==> config.mk <==
export PLATFORM = sky130hd
export DESIGN_NAME = fc_weight_addr_gen_multi
export DESIGN_NICKNAME = d
export VERILOG_FILES = /design/src/rtl/fc_weight_addr_gen_multi.sv
export SDC_FILE = /design/constraint.sdc
export NUM_CORES = 1
export LEC_CHECK = 0
export CORE_ASPECT_RATIO = 0.8
export CORE_UTILIZATION = 45
export CTS_CLUSTER_SIZE = 40
export DETAILED_ROUTE_END_ITERATION = 16
export PLACE_DENSITY = 0.68
export RECOVER_POWER = 100
export SLEW_MARGIN = 10
export SYNTH_ARGS = -nofsm -noshare
export SYNTH_HDL_FRONTEND = slang
export SYNTH_SLANG_ARGS = --single-unit
==> constraint.sdc <==
create_clock -name clk -period 4.4 [get_ports clk]
set_input_delay 0.66 -clock clk [delete_from_list [all_inputs] [get_ports clk]]
set_output_delay 0.66 -clock clk [all_outputs]
set_load 0.02 [all_outputs]
==> src/rtl/fc_weight_addr_gen_multi.sv <==
`default_nettype none
// ============================================================================
// Module   : fc_weight_addr_gen_multi
// Purpose  : Weight-address generator for the fully-connected layer. Emits
//            NPORT consecutive weight-RAM addresses per enabled cycle, walking
//            the OUTNEURON*INNEURON/PO weight words of one pass from a
//            runtime base address. The pass repeats num_pass times per job.
//            Each job opens with a start pulse and closes with a done pulse.
// Revision : 1.0 - initial multi-port, multi-pass release
// ----------------------------------------------------------------------------
// Ports
//   clk        in   clock
//   reset      in   asynchronous, active-high reset
//   start      in   one-cycle job request, honoured only while idle
//   enable     in   advance permission; low stalls the generator
//   base       in   weight base address, latched on an accepted start
//   num_pass   in   passes per job, latched on start (0 behaves as 1)
//   addr_out   out  lane k at [k*ADDR_WIDTH +: ADDR_WIDTH]
//   addr_valid out  addr_out carries a new address group this cycle
//   pass_last  out  current group closes a pass
//   done       out  current group closes the job (one-cycle pulse)
//   busy       out  job in progress, up to and including the done cycle
// ============================================================================
module fc_weight_addr_gen_multi #(
  parameter int ADDR_WIDTH = 16,
  parameter int OUTNEURON  = 4,
  parameter int INNEURON   = 8,
  parameter int PO         = 2,
  parameter int NPORT      = 2,
  parameter int PASS_WIDTH = 8
) (
  input  logic                        clk,
  input  logic                        reset,
  input  logic                        start,
  input  logic                        enable,
  input  logic [ADDR_WIDTH-1:0]       base,
  input  logic [PASS_WIDTH-1:0]       num_pass,
  output logic [NPORT*ADDR_WIDTH-1:0] addr_out,
  output logic                        addr_valid,
  output logic                        pass_last,
  output logic                        done,
  output logic                        busy
);

  localparam int TOTAL = OUTNEURON * INNEURON / PO;

  // Index of the first word of the final group in a pass.
  localparam logic [ADDR_WIDTH-1:0] LAST_IDX = ADDR_WIDTH'(TOTAL - NPORT);
  localparam logic [ADDR_WIDTH-1:0] IDX_STEP = ADDR_WIDTH'(NPORT);

  // --------------------------------------------------------------------------
  // Elaboration-time parameter sanity checks
  // --------------------------------------------------------------------------
  generate
    if (PO < 1 || ((OUTNEURON * INNEURON) % PO) != 0) begin : g_bad_po
      $fatal(1, "fc_weight_addr_gen_multi: PO must divide OUTNEURON*INNEURON");
    end
    if (NPORT < 1 || TOTAL < NPORT || (TOTAL % NPORT) != 0) begin : g_bad_nport
      $fatal(1, "fc_weight_addr_gen_multi: TOTAL must be a non-zero multiple of NPORT");
    end
  endgenerate

  // --------------------------------------------------------------------------
  // State and datapath registers
  // --------------------------------------------------------------------------
  typedef enum logic [0:0] {
    ST_IDLE = 1'b0,
    ST_RUN  = 1'b1
  } state_t;

  state_t                      state_q,      state_d;
  logic [ADDR_WIDTH-1:0]       idx_q,        idx_d;
  logic [PASS_WIDTH-1:0]       pass_cnt_q,   pass_cnt_d;
  logic [ADDR_WIDTH-1:0]       base_q,       base_d;
  logic [PASS_WIDTH-1:0]       npass_q,      npass_d;
  logic [NPORT*ADDR_WIDTH-1:0] addr_q,       addr_d;
  logic                        valid_q,      valid_d;
  logic                        pass_last_q,  pass_last_d;
  logic                        done_q,       done_d;
  logic                        busy_q,       busy_d;

  // --------------------------------------------------------------------------
  // Lane addresses for the group at the current index; the sum wraps
  // naturally modulo 2^ADDR_WIDTH.
  // --------------------------------------------------------------------------
  logic [NPORT*ADDR_WIDTH-1:0] lanes_w;

  generate
    for (genvar k = 0; k < NPORT; k++) begin : g_lane
      assign lanes_w[k*ADDR_WIDTH +: ADDR_WIDTH] = base_q + idx_q + ADDR_WIDTH'(k);
    end
  endgenerate

  // One extra bit so the comparison against the latched pass count cannot
  // alias when pass_cnt_q sits at its maximum representable value.
  logic [PASS_WIDTH:0] pass_nxt_w;
  logic                last_group_w;
  logic                last_pass_w;

  assign pass_nxt_w   = {1'b0, pass_cnt_q} + (PASS_WIDTH+1)'(1);
  assign last_group_w = (idx_q == LAST_IDX);
  assign last_pass_w  = (pass_nxt_w == {1'b0, npass_q});

  // --------------------------------------------------------------------------
  // Next-state / output logic
  // --------------------------------------------------------------------------
  always_comb begin
    state_d     = state_q;
    idx_d       = idx_q;
    pass_cnt_d  = pass_cnt_q;
    base_d      = base_q;
    npass_d     = npass_q;
    addr_d      = addr_q;
    valid_d     = 1'b0;
    pass_last_d = 1'b0;
    done_d      = 1'b0;
    busy_d      = 1'b0;

    unique case (state_q)
      ST_IDLE: begin
        // The done cycle is already in IDLE but still reports busy; a start
        // there is not taken, so a restart lands the cycle after busy drops.
        if (start && !busy_q) begin
          state_d    = ST_RUN;
          base_d     = base;
          npass_d    = (num_pass == '0) ? PASS_WIDTH'(1) : num_pass;
          idx_d      = '0;
          pass_cnt_d = '0;
          busy_d     = 1'b1;
        end
      end

      ST_RUN: begin
        busy_d = 1'b1;
        if (enable) begin
          addr_d  = lanes_w;
          valid_d = 1'b1;
          if (last_group_w) begin
            pass_last_d = 1'b1;
            idx_d       = '0;
            pass_cnt_d  = pass_nxt_w[PASS_WIDTH-1:0];
            if (last_pass_w) begin
              done_d     = 1'b1;
              pass_cnt_d = '0;
              state_d    = ST_IDLE;
            end
          end else begin
            idx_d = idx_q + IDX_STEP;
          end
        end
      end

      default: begin
        state_d = ST_IDLE;
      end
    endcase
  end

  // --------------------------------------------------------------------------
  // Registers
  // --------------------------------------------------------------------------
  always_ff @(posedge clk or posedge reset) begin
    if (reset) begin
      state_q     <= ST_IDLE;
      idx_q       <= '0;
      pass_cnt_q  <= '0;
      base_q      <= '0;
      npass_q     <= '0;
      addr_q      <= '0;
      valid_q     <= 1'b0;
      pass_last_q <= 1'b0;
      done_q      <= 1'b0;
      busy_q      <= 1'b0;
    end else begin
      state_q     <= state_d;
      idx_q       <= idx_d;
      pass_cnt_q  <= pass_cnt_d;
      base_q      <= base_d;
      npass_q     <= npass_d;
      addr_q      <= addr_d;
      valid_q     <= valid_d;
      pass_last_q <= pass_last_d;
      done_q      <= done_d;
      busy_q      <= busy_d;
    end
  end

  assign addr_out   = addr_q;
  assign addr_valid = valid_q;
  assign pass_last  = pass_last_q;
  assign done       = done_q;
  assign busy       = busy_q;

endmodule
`default_nettype wire

=== After elaboration in Yosys (flattened, before gate mapping) ===
Cells that the tools add are included.

* Flip-flop bits (word level): 85

* $add $sub $neg: 4
* Bitwise logic cells: 1
* Multiplexer cells: 25
* Equality and inequality tests: 5
* Reductions and logical operators: 7

{| class="wikitable"
|+ Operators by type and width
! cell !! number
|-
| 2-to-1 mux 16 bit || 3
|-
| 2-to-1 mux 8 bit || 5
|-
| one-hot mux 16 bit (2 select lines) || 1
|-
| adder 16 x 1 -> 16 bit (second input constant) || 1
|-
| adder 16 bit || 1
|-
| adder 16 x 2 -> 16 bit (second input constant) || 1
|-
| == test 16 x 4 -> 1 bit (second input constant) || 1
|-
| one-hot mux 8 bit (2 select lines) || 1
|-
| 2-to-1 mux 1 bit || 13
|-
| adder 8 x 1 -> 9 bit (second input constant) || 1
|-
| == test 9 x 8 -> 1 bit || 1
|-
| zero test 8 bit || 1
|-
| AND reduction 2 bit || 3
|-
| != test 2 bit (second input constant) || 2
|-
| one-hot mux 1 bit (2 select lines) || 2
|-
| AND reduction 3 bit || 1
|-
| != test 2 x 1 -> 1 bit (second input constant) || 1
|-
| logical AND 1 bit || 1
|-
| zero test 1 bit || 1
|-
| inverter 1 bit || 1
|}

=== Longest topological paths before layout ===
Gate-level depths: netlist of the first run.

* Depth in word-level cells: 6
* Gate-level depth with buffers: 10

=== Worst setup path after synthesis of the first run ===
OpenSTA, ideal clock, no wires.

* Kind: reg2reg
* Start: register idx_q[4]
* End: register addr_q[30] (netlist: addr_out[30])
* Period minus slack after synthesis: 3.091 ns
* Buffers on the path: 1
* Setup slack: 1.309 ns
* Required time: 4.318 ns
* Arrival: 3.010 ns
* Cell stages (with the launch flop): 11
* Path through: dfrtp_1 -> ha_1 -> buf_6 -> a21o_2 -> a221oi_1 -> xnor2_1 -> nand2_1 -> or3_1 -> or4_1 -> or3_1 -> a31oi_1

* Longest elaborated chain between the ends: 2

{| class="wikitable"
|+ RTL lines
! element !! RTL line !! source
|-
| start: declaration || 72 || <nowiki>logic [ADDR_WIDTH-1:0] idx_q, idx_d;</nowiki>
|-
| start signal: assignment || 176 || <nowiki>idx_q <= idx_d;</nowiki>
|-
| adder 16 bit || 90 || <nowiki>assign lanes_w[k*ADDR_WIDTH +: ADDR_WIDTH] = base_q + idx_q + ADDR_WIDTH'(k);</nowiki>
|-
| adder 16 x 1 -> 16 bit || 90 ||
|-
| end signal: assignment || 180 || <nowiki>addr_q <= addr_d;</nowiki>
|-
| end: declaration || 76 || <nowiki>logic [NPORT*ADDR_WIDTH-1:0] addr_q, addr_d;</nowiki>
|}

No other way between the ends.
A chain may end at the register's enable or synchronous reset.

=== Final worst setup path of the first run ===
Same ends and word-level chain as after synthesis.

==> run metrics, run 1 <==
run status finished with violations; failing checks capacitance limit, slew limit; Avg Vias per Cell 5.37; Starting Density 0.469; site row count 32; max frequency 0.295 GHz; vias 3618; Buf/Inv on CP 0; Hold-fix buffers, CTS 0; Final GP Congestion 0.897; dpl hpwl 7700 µm; Nets 578; ys flop type dfrtp_1; Remaining Overflow, GRT 0; Worst EP required 4660 ps; cells taking the most area after synthesis dfrtp_1, nand2_1, o21ai_0, mux2_2, xnor2_1; share of the synthesized area in the top cell type 0.461; Netlist cell types 49; Max Buffers Root-to-Sink 2; critical path fanouts, max 8; Peak VDD IR 0.211 mV; Clock H-tree levels 3; largest net degree at the start of global routing 59; Arr. time, crit path 3660 ps; full die area 10600 µm²; most frequent cell after synthesis dfrtp_1; Leak 2.54 nW; clk_lat worst skew 340 ps; PwrDens 573 nW/µm²; unrepaired setup endpoints after global routing no; kind of critical path register to register; crit path launch type register; worst flop-to-flop path startpoint idx_q[4]; #FFs+latches synth 84; setup TNS 0 ps; dpl cells 658; GRT Overall Usage 0.211; DR iter-0 viols 203; CP Cell Sequence ha_1, a2111o_1, a31o_1, a41o_4, a31oi_1, xnor2_1, or4_1, or3_1, a31oi_1; CTS root buffer clkbuf_16; ys async rst share 1.00; CTS tree yes; Slew headroom -0.697; Num Clock Sinks 84; yosys warns 0; post-CTS setup buffer count 0; commonest cells in the netlist dfrtp_1, nand2_1, o21ai_0; final number of setup-violating endpoints 0; area leader, netlist dfrtp_1; Hold WS 472 ps; syn avg cell area 9.65 µm²; register area share after synthesis 0.461; Fin. Hold Viols 0; share of cells above drive strength 1 0.0929; Inserted Clock Buffers 9; io pins 64; clk slew on worst S/H paths 60 ps; vias in the first global route 3471; Tcrit/Tclk final 0.771; CP max stage delay 560 ps; antenna violations before repair 0; cells after synthesis 473; First-pass DRT Iterations 5; core area 9730 µm²; final cell count without fillers 674; CP dominant cell by count a31oi_1; area growth from synthesis to final layout 22.9%; Die H 92.1 µm; Slew Viols, Final 59; post-synth net total 518; family with the most delay on the worst path compound AO/OA/AOI/OAI gates; worst min-delay path startpoint addr_out[0]; Diodes inserted 0; drt total wl 10300 µm; crit end category register; # resized after CTS 0; global-route wire length before repair 17000 µm; drt drc 0; number of max-cap violations 2; mean routed wirelength per cell 15.3 µm; CP startpoint idx_q[4]; Tightest Pin Transition 2530 ps; number of port buffers 63; number of enable flip-flop cells after synthesis 0; Final Critical Period 3390 ps; Post-Syn Area 4560 µm²; worst clock skew 8.57 ps; Slowest cell on crit path or4_1; die width 115 µm; hold crit path type register to register; Final ANT Viol Nets 0
## flip-flops by register name (all words and copies together), names as in the netlist
name and cells:
idx_q 15, state_q 1, addr_out 32, busy 1, pass_last 1, addr_valid 1
npass_q 8, pass_cnt_q 8, done 1, base_q 16
## routing by layer
metal	share of wire	wire length [µm]	global-route usage	up-vias
li1	-	-	-	1771
met4	0.013	135	0.0693	0
met5	0	0	0	-
met3	0.044	453	0.0337	13
met1	0.49	5060	0.297	1734
met2	0.45	4690	0.331	100
## worst paths after layout
path	slack (ps)	to	cells after the start
hold / removal	470	addr_out[0]	2
hold reg to reg	470	addr_out[0]	2
setup / recovery	1010	addr_out[30]	9
min in group asynchronous	1470	addr_out[29]	2
max in group asynchronous	1370	base_q[8]	3
setup reg to reg	1010	addr_out[30]	9
## cells in the final DEF, fill, tap and decap left out, types with 2 or more instances in the layout
cell / count
bufinv_16: 2
nand2b_1: 4
nand2_1: 78
or4_1: 3
nor3_1: 7
inv_6: 3
ha_1: 17
o21a_1: 4
and2_1: 2
mux2_2: 24
a31oi_1: 7
mux2i_1: 2
or3_1: 3
o21ai_0: 57
nor4_1: 3
xnor2_1: 28
inv_1: 11
nand3_1: 13
xor2_1: 18
dfrtp_1: 84
nor2b_1: 3
a21oi_1: 12
nand4_1: 3
a211o_1: 2
nor3b_1: 2
dlygate4sd3_1: 39
and3_1: 14
a21o_2: 2
clkbuf_16: 9
o31ai_1: 3
a221oi_1: 2
clkdlybuf4s50_1: 24
nor2_1: 31
## report_power, final
part           internal (mW)  switching (mW)  total, mW
logic                  0.529           0.699       1.23
clock network          0.519           0.327      0.846
registers              0.992           0.150       1.14
total                   2.04            1.18       3.22
## worst min-delay path, delay by kind of cell (launching register included)
family           cells  cell delay (ps)
and+or+nand+nor      2              100
DFF                  1              340
## cells by family (layout without fill, tap and decap cells)
| logic type | after synthesis | after routing | share of synthesized area |
|---|---|---|---|
| XOR/XNOR | 47 | 47 | 0.0948 |
| buffers and inverters | 29 | 94 | 0.0260 |
| flip-flops | 84 | 84 | 0.461 |
| AND/OR/NAND/NOR | 171 | 171 | 0.172 |
| adder cells (fa/ha/maj) | 17 | 17 | 0.0466 |
| AO/OA/AOI/OAI | 99 | 99 | 0.136 |
| multiplexers | 26 | 26 | 0.0636 |
## layout make-up
| type | count | area (µm²) |
|---|---|---|
| tap | 136 | 170 |
| timing repair buffer | 66 | 647 |
| multi-input combinational | 360 | 2310 |
| clock inverter | 6 | 93.8 |
| fill | 858 | 4120 |
| inverter | 12 | 46.3 |
| clock buffer | 10 | 239 |
| sequential | 84 | 2100 |
## stage by stage
| stage | power, mW | utilization | cell area [µm²] | setup slack, ps |
|---|---|---|---|---|
| 6_report | 3.22 | 0.577 | 5610 | 1010 |
| 4_1_cts | 3.31 | 0.581 | 5650 | 1060 |
| 5_1_grt | 3.42 | 0.577 | 5610 | 770 |
| 2_1_floorplan | 1.98 | - | 4560 | 1310 |
| 3_3_place_gp | 2.41 | 0.547 | 5320 | 1140 |
| 3_5_place_dp | 2.45 | 0.547 | 5320 | 1070 |
Note: power is estimated with default switching activity, not from simulation.
==> run 2: changes to the inputs <==
==> constraint.sdc (replaced) <==
create_clock -name clk -period 3.3 [get_ports clk]
set_input_delay 0.495 -clock clk [delete_from_list [all_inputs] [get_ports clk]]
set_output_delay 0.495 -clock clk [all_outputs]
set_load 0.02 [all_outputs]
==> run metrics, run 2 (synthesis results as in run 1) <==
CP max stage delay 520 ps (-40 ps); worst flop-to-flop path startpoint idx_q[5]; Fin. Hold Viols 0 (unchanged); PwrDens 758 nW/µm² (+32%); kind of critical path register to register; full die area 10600 µm² (unchanged); unrepaired setup endpoints after global routing no; crit end category register; Slowest cell on crit path or4_1; max FFs per register 32 (unchanged); worst clock skew 5.93 ps (-2.64 ps); CTS root buffer clkbuf_16; final core utilization 0.583 (+0.00656); setup ws final 177 ps (-830 ps); die width 115 µm (unchanged); Slew headroom -0.351 (+0.346); failing checks capacitance limit, slew limit; Flop pwr share 0.353 (-0.002); Inserted Clock Buffers 9 (unchanged); antenna violations before repair 0 (unchanged); DR iter-0 viols 260 (+28%); Total Power 4.30 mW (+34%); Worst Reg2Reg Path Length in Cells 9 (unchanged); crit path launch type register; Final GP Congestion 0.867 (-3.3%); GRT Overall Usage 0.212 (+0.00115); First-pass DRT Iterations 5 (unchanged); site row count 32 (unchanged); Arr. time, crit path 3390 ps (-270 ps); Max Buffers Root-to-Sink 2 (unchanged); Gate power share 0.396 (+0.014); Final Critical Period 3120 ps (-270 ps); Die H 92.1 µm (unchanged); drt total wl 10400 µm (+0.50%); switching share of power 0.361 (-0.00536); setup TNS 0 ps (unchanged); Starting Density 0.469 (unchanged); critical path fanouts, max 6 (-2); Remaining Overflow, GRT 0 (unchanged); Final ANT Viol Nets 0 (unchanged); cell internal pwr 2.75 mW (+35%); Nets 586 (+1.4%); clock share of power 0.251 (-0.012); mean routed wirelength per cell 15.2 µm (-0.68%); clk slew on worst S/H paths 60 ps (about the same); core area 9730 µm² (unchanged); number of port buffers 63 (unchanged); Hold-fix buffers, CTS 0 (unchanged); Avg Vias per Cell 5.37 (about the same); hold crit path type register to register; CTS tree yes; run status finished with violations; Diodes inserted 0 (unchanged); area growth from synthesis to final layout 24.3%; dpl hpwl 7560 µm (-1.9%); pre-CTS WS 181 ps (-893 ps); CP Cell Sequence ha_1, o21ai_0, nand2_1, a41o_4, a21oi_1, xnor2_1, or4_1, or3_1, a31oi_1; Tightest Pin Transition 2030 ps (-505 ps); share of cells above drive strength 1 0.103 (+0.00963); post-CTS setup buffer count 0 (unchanged); largest net degree at the start of global routing 85 (+44%); # resized after CTS 0 (unchanged); Clock H-tree levels 3 (unchanged); io pins 64 (unchanged); family with the most delay on the worst path compound AO/OA/AOI/OAI gates; Worst EP required 3570 ps (-1090 ps); Leak 2.57 nW (+1.2%); Worst path depth 9 (unchanged); worst min-delay path startpoint addr_out[5]; max frequency 0.320 GHz (+8.7%); Num Clock Sinks 84 (unchanged); vias in the first global route 3436 (-1.0%); clk_lat worst skew 340 ps (about the same); hold path cells 2 (unchanged); Buf/Inv on CP 0 (unchanged); number of max-cap violations 2 (unchanged); Tcrit/Tclk final 0.946 (+0.175); Slew Viols, Final 139 (+140%); vias 3662 (+1.2%); global-route wire length before repair 17000 µm (about the same); Peak VDD IR 0.364 mV (+72%); most frequent cells in the layout dfrtp_1, nand2_1, o21ai_0; Reg2Reg Setup Slack 180 ps (-830 ps); CP startpoint idx_q[5]; Sw Pwr 1.55 mW (+32%); commonest non-fill, non-tap cell in the layout dfrtp_1; drt drc 0 (unchanged); final number of setup-violating endpoints 0 (unchanged)
[run 2: worst paths after layout]
kind / end
setup / recovery: addr_out[30]
hold / removal: addr_out[5]
max in group asynchronous: idx_q[6]
min in group asynchronous: addr_out[0]
setup reg to reg: addr_out[30]
hold reg to reg: addr_out[5]
[run 2: final cells by class]
cell class	count	area, µm²
clock buffer	12	246
clock inverter	4	72.6
fill	868	4060
inverter	12	46.3
multi-input combinational	360	2340
sequential	84	2100
tap	136	170
timing repair buffer	74	696
[run 2: worst reg2reg max path: cells and delay by family, from the launching register on]
family	cells	cell delay (ps)
flip-flops	1	430
adder cells (fa/ha/maj)	1	420
AO/OA/AOI/OAI	4	1100
XOR/XNOR	1	110
AND/OR/NAND/NOR	3	980
[run 2: stage by stage]
| stage | hold WS [ps] | area [µm²] | std cells |
|---|---|---|---|
| finish | 464 | 5670 | 682 |
| global route | 485 | 5670 | 682 |
| CTS | 477 | 5710 | 682 |
| detailed placement | 463 | 5390 | 666 |
| global placement | 460 | 5390 | 666 |
| floorplan | 481 | 4560 | 473 |
[run 2: routing by layer]
metal | vias to the layer above | GRT usage | routed length, µm
li1 | 1787 | - | -
met1 | 1749 | 0.296 | 5040
met2 | 109 | 0.319 | 4620
met3 | 17 | 0.0502 | 556
met4 | 0 | 0.0790 | 168
met5 | - | 0 | 0
[run 2: power by group through the flow]
stage,combinational (mW),clock (mW),sequential [mW]
2_1_floorplan,0.940,0,1.70
3_3_place_gp,1.73,0,1.54
3_5_place_dp,1.77,0,1.54
4_1_cts,1.78,1.11,1.53
5_1_grt,1.86,1.16,1.56
6_report,1.70,1.08,1.52
==> run 3: changes to the inputs <==
--- a/config.mk
+++ b/config.mk
@@ -11,7 +11,6 @@
 export DETAILED_ROUTE_END_ITERATION = 16
 export PLACE_DENSITY = 0.68
 export RECOVER_POWER = 100
-export SLEW_MARGIN = 10
 export SYNTH_ARGS = -nofsm -noshare
 export SYNTH_HDL_FRONTEND = slang
 export SYNTH_SLANG_ARGS = --single-unit
==> results of run 3 <==
The final DEF is identical to that of run 2; final timing and power are the same.
